### config.mk
export PLATFORM = sky130hd
export DESIGN_NAME = credit_input_port_flat
export DESIGN_NICKNAME = d
export VERILOG_FILES = /design/src/rtl/credit_input_port_if.sv /design/src/rtl/credit_input_port.sv /design/src/flat_wrapper.sv
export SDC_FILE = /design/constraint.sdc
export NUM_CORES = 1
export LEC_CHECK = 0
export CORE_ASPECT_RATIO = 1.2
export CORE_UTILIZATION = 50
export CTS_BUF_LIST = sky130_fd_sc_hd__clkbuf_8 sky130_fd_sc_hd__clkbuf_16
export CTS_CLUSTER_SIZE = 30
export DETAILED_ROUTE_END_ITERATION = 6
export DONT_BUFFER_PORTS = 1
export PLACE_DENSITY = 0.61
export SLEW_MARGIN = 20
export SYNTH_ARGS = -nofsm -noshare
export SYNTH_HDL_FRONTEND = slang
export SYNTH_SLANG_ARGS = --single-unit
### constraint.sdc
create_clock -name clk -period 6.3 [get_ports clk]
set_clock_uncertainty 0.1 [all_clocks]
set_input_delay 0.315 -clock clk [delete_from_list [all_inputs] [get_ports clk]]
set_output_delay 0.315 -clock clk [all_outputs]
set_load 0.05 [all_outputs]
### src/rtl/credit_input_port_if.sv
// Flit link between an upstream credit-based sender and a receiving input
// port, plus the head/route presentation toward the switch stage.
interface credit_input_port_if #(
  parameter int unsigned FLIT_W = 20
);
  logic [FLIT_W-1:0] in_flit;
  logic              in_valid;
  logic              credit_out;
  logic [FLIT_W-1:0] head_flit;
  logic              head_valid;
  logic              route_eject;
  logic              route_local;
  logic              route_remote;
  logic              head_ready;

  modport master (
    output in_flit,
    output in_valid,
    input  credit_out,
    input  head_flit,
    input  head_valid,
    input  route_eject,
    input  route_local,
    input  route_remote,
    output head_ready
  );

  modport slave (
    input  in_flit,
    input  in_valid,
    output credit_out,
    output head_flit,
    output head_valid,
    output route_eject,
    output route_local,
    output route_remote,
    input  head_ready
  );
endinterface

### src/rtl/credit_input_port.sv
// Credit-based input port: buffers incoming flits, presents the head flit with
// a decoded route request, and returns one credit pulse per freed slot.
module credit_input_port #(
  parameter int unsigned DEPTH  = 4,
  parameter int unsigned FLIT_W = 20
) (
  input  logic                         clk,
  input  logic                         rst,
  credit_input_port_if.slave           link,
  input  logic [1:0]                   my_cluster,
  input  logic [1:0]                   my_local,
  output logic [$clog2(DEPTH+1)-1:0]   occupancy,
  output logic                         overflow_err
);

  localparam int unsigned PTR_W = $clog2(DEPTH);
  localparam int unsigned OCC_W = $clog2(DEPTH + 1);

  logic [FLIT_W-1:0] r_mem [DEPTH];
  logic [PTR_W-1:0]  r_rd_ptr;
  logic [PTR_W-1:0]  r_wr_ptr;
  logic [OCC_W-1:0]  r_occ;
  logic              r_credit;
  logic              r_overflow;

  logic              w_full;
  logic              w_empty;
  logic              w_pop;
  logic              w_push;
  logic [FLIT_W-1:0] w_head;
  logic [1:0]        w_dst_cluster;
  logic [1:0]        w_dst_local;

  assign w_full  = (r_occ == OCC_W'(DEPTH));
  assign w_empty = (r_occ == '0);
  assign w_pop   = !w_empty && link.head_ready;
  // A pop on the same edge frees a slot, so a write into a full FIFO is legal then.
  assign w_push  = link.in_valid && (!w_full || w_pop);

  always_ff @(posedge clk or posedge rst) begin
    if (rst) begin
      r_rd_ptr   <= '0;
      r_wr_ptr   <= '0;
      r_occ      <= '0;
      r_credit   <= 1'b0;
      r_overflow <= 1'b0;
    end else begin
      r_credit <= w_pop;
      if (w_push) begin
        r_wr_ptr <= r_wr_ptr + PTR_W'(1);
      end
      if (w_pop) begin
        r_rd_ptr <= r_rd_ptr + PTR_W'(1);
      end
      if (w_push && !w_pop) begin
        r_occ <= r_occ + OCC_W'(1);
      end else if (w_pop && !w_push) begin
        r_occ <= r_occ - OCC_W'(1);
      end
      if (link.in_valid && !w_push) begin
        r_overflow <= 1'b1;
      end
    end
  end

  always_ff @(posedge clk) begin
    if (w_push) begin
      r_mem[r_wr_ptr] <= link.in_flit;
    end
  end

  assign w_head        = r_mem[r_rd_ptr];
  assign w_dst_cluster = w_head[19:18];
  assign w_dst_local   = w_head[17:16];

  always_comb begin
    link.head_valid   = !w_empty;
    link.head_flit    = '0;
    link.route_eject  = 1'b0;
    link.route_local  = 1'b0;
    link.route_remote = 1'b0;
    if (!w_empty) begin
      link.head_flit = w_head;
      if (w_dst_cluster != my_cluster) begin
        link.route_remote = 1'b1;
      end else if (w_dst_local == my_local) begin
        link.route_eject = 1'b1;
      end else begin
        link.route_local = 1'b1;
      end
    end
  end

  assign link.credit_out = r_credit;
  assign occupancy       = r_occ;
  assign overflow_err    = r_overflow;

endmodule

### src/flat_wrapper.sv
// flat-port wrapper written by rule: the top's interface ports become plain ports
module credit_input_port_flat 
#(
  parameter int unsigned DEPTH  = 4,
  parameter int unsigned FLIT_W = 20
)
  (clk, rst, my_cluster, my_local, occupancy, overflow_err, link_in_flit, link_in_valid, link_credit_out, link_head_flit, link_head_valid, link_route_eject, link_route_local, link_route_remote, link_head_ready);
  credit_input_port_if #(.FLIT_W(FLIT_W)) link_i ();
  input  logic clk;
  input  logic rst;
  input  logic [1:0] my_cluster;
  input  logic [1:0] my_local;
  output logic [$clog2(DEPTH+1)-1:0] occupancy;
  output logic overflow_err;
  input wire logic [$bits(link_i.in_flit)-1:0] link_in_flit;
  input wire logic [$bits(link_i.in_valid)-1:0] link_in_valid;
  output wire logic [$bits(link_i.credit_out)-1:0] link_credit_out;
  output wire logic [$bits(link_i.head_flit)-1:0] link_head_flit;
  output wire logic [$bits(link_i.head_valid)-1:0] link_head_valid;
  output wire logic [$bits(link_i.route_eject)-1:0] link_route_eject;
  output wire logic [$bits(link_i.route_local)-1:0] link_route_local;
  output wire logic [$bits(link_i.route_remote)-1:0] link_route_remote;
  input wire logic [$bits(link_i.head_ready)-1:0] link_head_ready;
  assign link_i.in_flit = link_in_flit;
  assign link_i.in_valid = link_in_valid;
  assign link_credit_out = link_i.credit_out;
  assign link_head_flit = link_i.head_flit;
  assign link_head_valid = link_i.head_valid;
  assign link_route_eject = link_i.route_eject;
  assign link_route_local = link_i.route_local;
  assign link_route_remote = link_i.route_remote;
  assign link_i.head_ready = link_head_ready;
  credit_input_port #(.DEPTH(DEPTH), .FLIT_W(FLIT_W)) u_core (.clk(clk), .rst(rst), .link(link_i), .my_cluster(my_cluster), .my_local(my_local), .occupancy(occupancy), .overflow_err(overflow_err));
endmodule
* Yosys cells after proc, flatten, opt, wreduce, memory -nomap -nowiden
Memories as Yosys holds them, arrays and structs flattened.
Index checks and enable logic that the tools add are counted.
** Word-level totals
- Word-level logic and storage cells :: 38
- Bits of input ports :: 28
- Register bits :: 9
- Output and inout bits :: 29
- Memories :: 1
- Bits in writable memories :: 80
** Memories
- u_core.r_mem :: words 4, width 20, rd ports 1, clocked after Yosys merged registers in 0, write ports 1, RTL line credit_input_port.sv:19 : logic [FLIT_W-1:0] r_mem [DEPTH];
** Cells by class
- Reductions and logical operators :: 12
- Multiplexer cells :: 13
- Equal/unequal tests :: 3
- Add/sub/neg operators :: 4
** Operators with widths (count)
- $mux W20 :: 1
- $mux W1 :: 10
- $mux W3 :: 2
- $logic_and A1 B1 Y1 :: 5
- $add A2 B1 Y2 const B :: 2
- $logic_not A1 Y1 :: 4
- $add A3 B1 Y3 const B :: 1
- $eq A3 B3 Y1 const B :: 1
- $logic_not A3 Y1 :: 1
- $sub A3 B1 Y3 const B :: 1
- $eq A2 B2 Y1 :: 1
- $ne A2 B2 Y1 :: 1
- $reduce_bool A2 Y1 :: 1
- $logic_or A1 B1 Y1 :: 1

* Longest topological paths before layout
Gate-level depths: netlist of the first run.
- Word-level depth :: 9
- Mapped depth :: 9
- Mapped depth without buffers :: 8

* Worst setup path after synthesis of the first run
No wires, ideal clock.
- Kind :: register to output
- From :: register u_core.r_rd_ptr[0]
- To :: output port link_route_remote
- Arrival :: 2.292 ns
- Buffers on the path :: 0
- Stages on the path, launching flop included :: 4
- Slack :: 3.593 ns
- Data required time :: 5.885 ns
- Cell sequence :: dfrtp_1 -> mux4_1 -> xnor2_1 -> a21boi_0
** Between the ends
- Word-level cells in the longest chain between the ends :: 4
** Ends and longest elaborated chain
- from (decl) :: RTL line credit_input_port.sv:20 : logic [PTR_W-1:0] r_rd_ptr;
- from (signal assigned) :: RTL line credit_input_port.sv:53 : r_rd_ptr <= r_rd_ptr + PTR_W'(1);
- $mem_v2 Z4 W20
- $ne A2 B2 Y1 :: RTL line credit_input_port.sv:84 : if (w_dst_cluster != my_cluster) begin
- $mux W1 :: RTL line credit_input_port.sv:84
- $mux W1 :: RTL line credit_input_port.sv:82 : if (!w_empty) begin
- to (decl) :: RTL line flat_wrapper.sv:22 : output wire logic [$bits(link_i.route_remote)-1:0] link_route_remote;
Every way passes these cells.

* Final worst setup path of the first run
- From :: register u_core.r_rd_ptr[1]
- To :: output port link_route_local
** Between the ends
- Word-level cells in the longest chain between the ends :: 5
- Elaborated cells between the ends (all ways) :: 6
- Those cells by class :: 2 x eq/ne; 3 x mux; 1 x memory
** Ends and longest elaborated chain
- $mem_v2 Z4 W20 (*)
- $eq A2 B2 Y1 :: RTL line credit_input_port.sv:86 : end else if (w_dst_local == my_local) begin
- $mux W1 :: RTL line credit_input_port.sv:86
- $mux W1 (*) :: RTL line credit_input_port.sv:84
- $mux W1 (*) :: RTL line credit_input_port.sv:82
- to (decl) :: RTL line flat_wrapper.sv:21 : output wire logic [$bits(link_i.route_local)-1:0] link_route_local;
Mark *: on every way between the ends. The rest lies on a longest branch, timed or not.

==> run summary, run 1 <==
Run status -> complete, no violations
Top-count cell post-synth -> edfxtp_1
ANT cells -> 0
Max Freq -> 293 MHz
Cts repair resizes -> 0
# rows -> 33
Number of remaining DRC errors -> 0
Share of cells above drive strength 1 -> 15.8%
Num CTS Buffers -> 9
Area of the die -> 7520 µm²
Critical Path End Type -> output port
Hold Crit Class -> in -> reg
Top layer reached by signal wires -> met4
RR Endpoint -> u_core.occupancy[2]$_DFFE_PP0P_
Hold path start -> link_head_ready
Met1 wire length -> 2390 µm
Post-synth EDFFs -> 80
Core ar. -> 6900 µm²
Yosys reg bits -> 89
I/O pin count -> 57
Worst-path maximum fanout -> 21
Synth-to-Final Area Change -> 15.6%
Slew HR -> 29.6%
Ys async rst share -> 10.1%
Setup slack, reg-to-reg -> 3.28 ns
Synthesized netlist cell count -> 176
Met2 wire length -> 3130 µm
Clk buf depth -> 2
GRT overflow -> 0
Max-Cap Viols -> 0
DR vias/cell -> 5.45
FILL cells -> 501
Clk root buf -> clkbuf_8
DRT iter0 DRCs -> 91
Routed wire length on met3 -> 219 µm
Initial Util -> 52.0%
Syn Area/Cell -> 20.4 µm²
RSZ-0062 raised after global routing -> false
Post-DP HPWL -> 3530 µm
CP Launch Type -> register
Dpl ws -> 3.02 ns
Mapped Nets -> 210
Die Height -> 94.8 µm
PnR worst setup slack -> 2.89 ns
Leading area contributor after synthesis -> edfxtp_1
Post-CTS Setup Inserts -> 0
Top post-synthesis cells by area -> edfxtp_1 67%, mux4_2 6.9%, mux4_1 6.6%, dfrtp_1 6.3%, and2_1 4.2%
Clk sinks -> 89
# H-tree levels -> 3
Die width -> 79.3 µm
Max Slew Vio Count -> 0
Post-synth top cells -> 80 x edfxtp_1, 24 x and2_1, 11 x mux4_2
NumNets Final -> 238
Antenna Nets Post-Route -> 0
Routability congestion estimate -> 0.663
Total Wirelength -> 5820 µm
GRT Resource Usage Total -> 17.7%
CP Data Arrival Time -> 3.00 ns
Synth unique cells -> 25
Yosys warns -> 0
Clk_lat worst skew -> 0.33 ns
Worst Path Required -> 5.88 ns
Final setup fails -> 0
Min-Delay Path Depth -> 2
Worst Hold Endpoint -> u_core.link.credit_out$_DFF_PP0_
Final Non-Filler Cells -> 296
IO Port Bufs -> 0
TritonCTS clock tree -> built
Fin. Hold Viols -> 0
Pre-antenna DRT Iters -> 4
Post-Synthesis Cell Area -> 3590 µm²
First-pass GRT wire length -> 9270 µm
Reg2reg start -> u_core.occupancy[0]$_DFFE_PP0P_
Post-Route Utilization -> 60.2%
Vias in the first global route -> 1791
WL/cell -> 19.7 µm
Worst-margin pin slew -> 1.06 ns
CTS clk-pin slew, worst paths -> 0.07 ns
Minimum clock period -> 3.41 ns
Vias -> 1613
Share of the synthesized area in the top cell type -> 67.0%
Largest net degree at the start of global routing -> 25
Critical Setup Path Class -> reg -> out
Sequential element share of the synthesized area -> 73.2%
Part of the cycle the worst path needs -> 54.2%
Reg2reg path depth -> 8
Initial antenna violation count -> 0
CTS Hold Buffers Added -> 22
Setup TNS -> 0 ns
Placed Cells -> 257
Main synth FF type -> edfxtp_1
area by class of cell:
| type | count | area, µm² | share of cell area (%) |
|---|---|---|---|
| clock buffers | 9 | 124 | 2.99 |
| clock inverters | 7 | 111 | 2.68 |
| flip-flops and latches | 89 | 2630 | 63.3 |
| repair buffers | 24 | 255 | 6.15 |
| multi-input cells | 75 | 902 | 21.7 |
| well taps | 87 | 109 | 2.62 |
| inverters | 5 | 18.8 | 0.452 |
cells by family (layout without fill, tap and decap cells):
logic type      Yosys count  after routing  synth area share (%)
compound gates            4              4                 0.697
xor+xnor                 10             10                  2.65
fa+ha+maj                 6              6                  2.30
buf+inv                  12             45                  1.74
flops                    89             89                  73.2
mux                      21             21                  13.8
simple gates             34             34                  5.55
metrics by stage:
stage               hold WS, ns  cell area (µm²)
detailed placement       0.0850             3660
CTS                      0.0537             4120
finish                   0.0745             4150
global route             0.0821             4150
floorplan                0.0429             3590
global placement         0.0709             3660
worst max-delay path, stage by stage, from the launching register on:
cell and delay (ns):
dfrtp_1 1.01, mux4_1 0.47, xnor2_1 0.21, nand3_1 0.12, a21oi_1 0.85
sequential cells by signal (all words and copies together) (netlist names):
name,cells
u_core.occupancy,3
u_core.link.credit_out,1
u_core.overflow_err,1
u_core.r_rd_ptr,2
u_core.r_mem,80
u_core.r_wr_ptr,2
how the worst max path moves through the flow:
stage                                      endpoint                             from  cells past startpoint  slack (ns)
global placement    u_core.occupancy[1]$_DFFE_PP0P_  u_core.occupancy[0]$_DFFE_PP0P_                      6        3.14
finish                             link_route_local   u_core.r_rd_ptr[1]$_DFFE_PP0P_                      4        2.89
floorplan                         link_route_remote   u_core.r_rd_ptr[0]$_DFFE_PP0P_                      3        3.59
CTS                                link_route_local  u_core.occupancy[0]$_DFFE_PP0P_                      3        2.67
detailed placement  u_core.occupancy[1]$_DFFE_PP0P_  u_core.occupancy[0]$_DFFE_PP0P_                      6        3.02
global route                       link_route_local   u_core.r_rd_ptr[1]$_DFFE_PP0P_                      4        2.73
layer usage:
| layer | global-route usage, % | up-vias |
|---|---|---|
| met5 | 0 | - |
| met2 | 30.6 | 42 |
| met4 | 7.73 | 0 |
| li1 | - | 738 |
| met1 | 20.2 | 825 |
| met3 | 5.31 | 8 |
layout by cell type, fill, tap and decap left out, drive strengths merged, types with 2 or more instances in the layout:
master	n
edfxtp	80
and2	24
dlygate4sd3	22
mux4	20
clkbuf	9
dfrtp	9
xnor2	8
inv	7
ha	5
nand2	4
bufinv	3
xor2	2
nor2	2
clkinv	2
buf	2
Power of run 1 is not shown: default switching activity piles up to over one toggle a cycle in this logic, so the estimate is an artifact.
==> run 2: changes to the inputs <==
==> constraint.sdc (replaced) <==
create_clock -name clk -period 3.25 [get_ports clk]
set_clock_uncertainty 0.1 [all_clocks]
set_input_delay 0.1625 -clock clk [delete_from_list [all_inputs] [get_ports clk]]
set_output_delay 0.1625 -clock clk [all_outputs]
set_load 0.05 [all_outputs]
==> run summary, run 2 (synthesis gave the netlist of run 1 again) <==
Die Height -> 94.8 µm (unchanged)
Die width -> 79.3 µm (unchanged)
Hold Crit Class -> in -> reg
Pre-antenna DRT Iters -> 4 (unchanged)
Setup TNS -> 0 ns (unchanged)
GRT overflow -> 0 (unchanged)
Number of remaining DRC errors -> 0 (unchanged)
Critical path, cell by cell -> nor4b_1 > nor2b_1 > ha_1 > inv_1 > fa_1 > xor2_1 > nor2_1 > xor2_1
Antenna Nets Post-Route -> 0 (unchanged)
Largest delay share family, worst path -> simple AND/OR/NAND/NOR gates
ANT cells -> 0 (unchanged)
DRT iter0 DRCs -> 61 (-33%)
Worst path most repeated cell -> xor2_1
Post-DP HPWL -> 3750 µm (+6.3%)
Dpl ws -> 0.532 ns (-2.48 ns)
Run status -> complete, no violations
Max-Cap Viols -> 0 (unchanged)
I/O pin count -> 57 (unchanged)
Vias in the first global route -> 1837 (+2.6%)
Core ar. -> 6900 µm² (unchanged)
Routability congestion estimate -> 0.716 (+8.0%)
Max stage delay on crit path -> 0.73 ns (-0.28 ns)
CTS clk-pin slew, worst paths -> 0.08 ns (about the same)
Clk root buf -> clkbuf_8
Critical path's slowest cell -> dfrtp_1
Worst-path maximum fanout -> 8 (-62%)
Clk buf depth -> 2 (unchanged)
Clk sinks -> 89 (unchanged)
Num CTS Buffers -> 9 (unchanged)
Final setup fails -> 0 (unchanged)
GRT Resource Usage Total -> 17.8% (+0.13 points)
NumNets Final -> 248 (+4.2%)
WL/cell -> 19.6 µm (-0.23%)
# H-tree levels -> 3 (unchanged)
Initial antenna violation count -> 0 (unchanged)
Total Wirelength -> 6010 µm (+3.1%)
PnR worst setup slack -> 0.536 ns (-2.35 ns)
Minimum clock period -> 2.71 ns
Max Slew Vio Count -> 0 (unchanged)
Max FFs per register -> 80 (unchanged)
Commonest non-fill, non-tap cell in the layout -> edfxtp_1
Multi-input combinational cell area -> 897 µm² (-0.55%)
Register name with the most flops -> u_core.r_mem
Vias -> 1699 (+5.3%)
First-pass GRT wire length -> 9320 µm (+0.59%)
IO Port Bufs -> 0 (unchanged)
Largest net degree at the start of global routing -> 24 (-4.0%)
Fin. Hold Viols -> 0 (unchanged)
RSZ-0062 raised after global routing -> false
Most frequent cells in the layout -> 80 x edfxtp_1, 24 x and2_1, 24 x dlygate4sd3_1, 11 x mux4_2
FILL cells -> 513 (+2.4%)
Sequential Area -> 2630 µm² (unchanged)
Part of the cycle the worst path needs -> 83.5%
# rows -> 33 (unchanged)
Critical Path End Type -> register
Worst Path Required -> 3.41 ns (-2.47 ns)
TritonCTS clock tree -> built
Clk_lat worst skew -> 0.34 ns (about the same)
Worst path buffer plus inverter count -> 1 (+1)
Critical Setup Path Class -> reg -> reg
Post-CTS Setup Inserts -> 0 (unchanged)
Area of the die -> 7520 µm² (unchanged)
CP Launch Type -> register
Synth-to-Final Area Change -> 16.4%
CP Data Arrival Time -> 2.88 ns (-0.12 ns)
Worst-margin pin slew -> 0.605 ns (-0.455 ns)
Slew HR -> 59.7% (+30 points)
DR vias/cell -> 5.55 (+1.9%)
Initial Util -> 52.0% (unchanged)
Share of cells above drive strength 1 -> 17.4% (+1.6 points)
Max Freq -> 368 MHz
==> run 2: cell count changes in the layout (fill, tap and decap cells not counted), sizes merged <==
cell and delta:
bufinv -2, clkinv +2, clkinvlp +2, inv -2, dlygate4sd3 +2, buf +8
==> run 2: layout make-up <==
type,count,share of cell area (%)
Tap cell,87,2.61
Clock buffer,9,2.97
Sequential cell,89,62.9
Timing Repair Buffer,34,7.85
Inverter,5,0.450
Multi-Input combinational cell,75,21.5
Clock inverter,7,1.71
==> run 2: worst paths after layout <==
path	startpoint	to	slack, ns	cells after the start
max in group asynchronous	rst	u_core.occupancy[1]$_DFFE_PP0P_	2.67	2
min in group asynchronous	rst	u_core.link.credit_out$_DFF_PP0_	0.12	2
min reg2reg	u_core.r_wr_ptr[0]$_DFFE_PP0P_	u_core.r_wr_ptr[0]$_DFFE_PP0P_	0.55	2
max	u_core.occupancy[0]$_DFFE_PP0P_	u_core.occupancy[2]$_DFFE_PP0P_	0.54	8
min	link_in_valid	u_core.r_wr_ptr[0]$_DFFE_PP0P_	0.1	2
max reg2reg	u_core.occupancy[0]$_DFFE_PP0P_	u_core.occupancy[2]$_DFFE_PP0P_	0.54	8
==> run 2: through the flow <==
step / hold slack [ns] / std cells / util (%) / cell area [µm²]
after global placement: -0.0782 / 266 / 54.2 / 3740
final: 0.0966 / 306 / 60.6 / 4180
after global routing: 0.108 / 306 / 60.6 / 4180
after detailed placement: -0.0597 / 266 / 54.2 / 3740
after floorplan: -0.110 / 176 / - / 3590
after CTS: 0.0833 / 306 / 60.6 / 4180
==> run 2: per-layer routing <==
metal	routed length (µm)	up-vias	share of wire (%)	GRT usage (%)
met3	286	6	4.8	5.31
met4	71	0	1.2	7.42
met2	3260	45	54	31.3
met5	0	-	0	0
met1	2390	889	40	20.1
li1	-	759	-	-
==> run 2: what timing repair did <==
action | in CTS | in global routing
resized for setup | 0 | 0
endpoints found under the hold margin | 92 | 0
hold buffers | 24 | 0
Power of run 2 is left out for the same reason.
==> run 3: changes to the inputs <==
--- a/config.mk
+++ b/config.mk
@@ -11,7 +11,7 @@
 export CTS_CLUSTER_SIZE = 30
 export DETAILED_ROUTE_END_ITERATION = 6
 export DONT_BUFFER_PORTS = 1
-export PLACE_DENSITY = 0.61
+export PLACE_DENSITY = 0.64
 export SLEW_MARGIN = 20
 export SYNTH_ARGS = -nofsm -noshare
 export SYNTH_HDL_FRONTEND = slang
==> constraint.sdc (replaced) <==
create_clock -name clk -period 2.2 [get_ports clk]
set_clock_uncertainty 0.1 [all_clocks]
set_input_delay 0.11 -clock clk [delete_from_list [all_inputs] [get_ports clk]]
set_output_delay 0.11 -clock clk [all_outputs]
set_load 0.05 [all_outputs]
==> run summary, run 3 (synthesis gave the netlist of run 1 again) <==
Run status -> complete, but fails checks
WL/cell -> 18.8 µm (-4.2%)
Total Wirelength -> 6000 µm (-0.12%)
Critical Setup Path Class -> reg -> out
Post-DP HPWL -> 4000 µm (+6.8%)
TritonCTS clock tree -> built
Initial Util -> 52.0% (unchanged)
Register name with the most flops -> u_core.r_mem
DRT iter0 DRCs -> 133 (+120%)
Number of remaining DRC errors -> 0 (unchanged)
DR vias/cell -> 5.39 (-2.9%)
Num CTS Buffers -> 9 (unchanged)
CP Launch Type -> register
Area of the die -> 7520 µm² (unchanged)
Critical Path End Type -> output port
Part of the cycle the worst path needs -> 101%
Final setup fails -> 2 (+2)
Worst-path maximum fanout -> 5 (-3)
GRT overflow -> 0 (unchanged)
Synth-to-Final Area Change -> 20.9%
Initial antenna violation count -> 0 (unchanged)
Clk_lat worst skew -> 0.34 ns (about the same)
PnR worst setup slack -> -0.0279 ns (-0.564 ns)
Commonest non-fill, non-tap cell in the layout -> edfxtp_1
GRT Resource Usage Total -> 17.7% (-0.14 points)
CP Data Arrival Time -> 2.02 ns (-0.86 ns)
Clk root buf -> clkbuf_8
Share of cells above drive strength 1 -> 34.5% (+17 points)
CTS clk-pin slew, worst paths -> 0.08 ns (about the same)
Largest net degree at the start of global routing -> 24 (unchanged)
Die width -> 79.3 µm (unchanged)
RSZ-0062 raised after global routing -> true
Antenna Nets Post-Route -> 0 (unchanged)
I/O pin count -> 57 (unchanged)
Clk sinks -> 89 (unchanged)
Slew HR -> 66.1% (+6.4 points)
NumNets Final -> 261 (+5.2%)
ANT cells -> 0 (unchanged)
Worst Path Required -> 1.99 ns (-1.42 ns)
Routability congestion estimate -> 0.681 (-4.9%)
Failing checks -> negative setup slack
IO Port Bufs -> 0 (unchanged)
Minimum clock period -> 2.23 ns
FILL cells -> 483 (-5.8%)
Most frequent cells in the layout -> 80 x edfxtp_1, 24 x dlygate4sd3_1, 20 x buf_4, 14 x mux4_2, 14 x and2_2
# rows -> 33 (unchanged)
Fin. Hold Viols -> 0 (unchanged)
Core ar. -> 6900 µm² (unchanged)
Max Slew Vio Count -> 0 (unchanged)
Hold Crit Class -> in -> async
Die Height -> 94.8 µm (unchanged)
Max FFs per register -> 80 (unchanged)
Max Freq -> 449 MHz
Setup TNS -> -0.0368 ns (-0.0368 ns)
Dpl ws -> 0.0902 ns (-0.442 ns)
Vias -> 1719 (+1.2%)
Pre-antenna DRT Iters -> 4 (unchanged)
Max-Cap Viols -> 0 (unchanged)
Smallest hold slack -> 0.0648 ns (-0.0317 ns)
Worst-margin pin slew -> 0.512 ns (-0.0926 ns)
# H-tree levels -> 3 (unchanged)
Vias in the first global route -> 1812 (-1.4%)
First-pass GRT wire length -> 9290 µm (-0.29%)
Clk buf depth -> 2 (unchanged)
## run 3: cell types whose count changed in the layout (fill, tap and decap cells not counted), sizes merged
cell / previous run / this run
clkinv: 4 / 2
buf: 10 / 23
bufinv: 1 / 0
clkinvlp: 2 / 1
clkbuf: 9 / 10
inv: 5 / 8
## run 3: critical path: stages (launching register included)
cell and delay [ns]:
dfrtp_2 0.43, mux4_2 0.56, xnor2_2 0.24, nand3_2 0.12
a21oi_2 0.18, buf_12 0.15
## run 3: through the flow
stage               instance area [µm²]  instances  utilization, %
finish                             4340        319            62.9
global route                       4340        319            62.9
CTS                                4280        315            62.1
detailed placement                 3840        274            55.7
global placement                   3840        274            55.7
floorplan                          3630        176               -
## run 3: final cells by class
cell class                      count  area, µm²  area share [%]
Tap cell                           87        109            2.51
Inverter                            5       18.8           0.433
Timing Repair Buffer               47        442            10.2
Clock buffer                       10        138            3.17
Multi-Input combinational cell     75        970            22.4
Clock inverter                      6       28.8           0.663
Sequential cell                    89       2630            60.7
## run 3: final timing paths
path                                                       from                                to  slack [ns]  depth (start not counted)
worst max-delay path             u_core.r_rd_ptr[0]$_DFFE_PP0P_                  link_route_local       -0.03                          5
worst min-delay path                                        rst  u_core.link.credit_out$_DFF_PP0_        0.06                          2
worst max register to register  u_core.occupancy[2]$_DFFE_PP0P_   u_core.occupancy[2]$_DFFE_PP0P_        0.10                          8
worst min register to register   u_core.r_wr_ptr[0]$_DFFE_PP0P_    u_core.r_wr_ptr[0]$_DFFE_PP0P_        0.55                          2
max in group asynchronous                                   rst   u_core.occupancy[2]$_DFFE_PP0P_        1.66                          2
min in group clk                                  link_in_valid    u_core.r_wr_ptr[0]$_DFFE_PP0P_        0.15                          3
## run 3: repair_timing
action / in CTS / in global routing
resized for setup: 18 / 9
hold endpoints to repair: 94 / 0
setup buffers: 1 / 4
setup endpoints to repair: 17 / 17
pin swaps: 0 / 3
cloned: 0 / 0
hold buffers: 24 / 0
## run 3: per-layer routing
layer | wire, µm | vias up | GRT usage, %
li1 | - | 791 | -
met1 | 2450 | 882 | 21.6
met2 | 3230 | 41 | 29.5
met3 | 251 | 5 | 5.12
met4 | 72 | 0 | 7.42
met5 | 0 | - | 0
Power of run 3 is left out for the same reason.
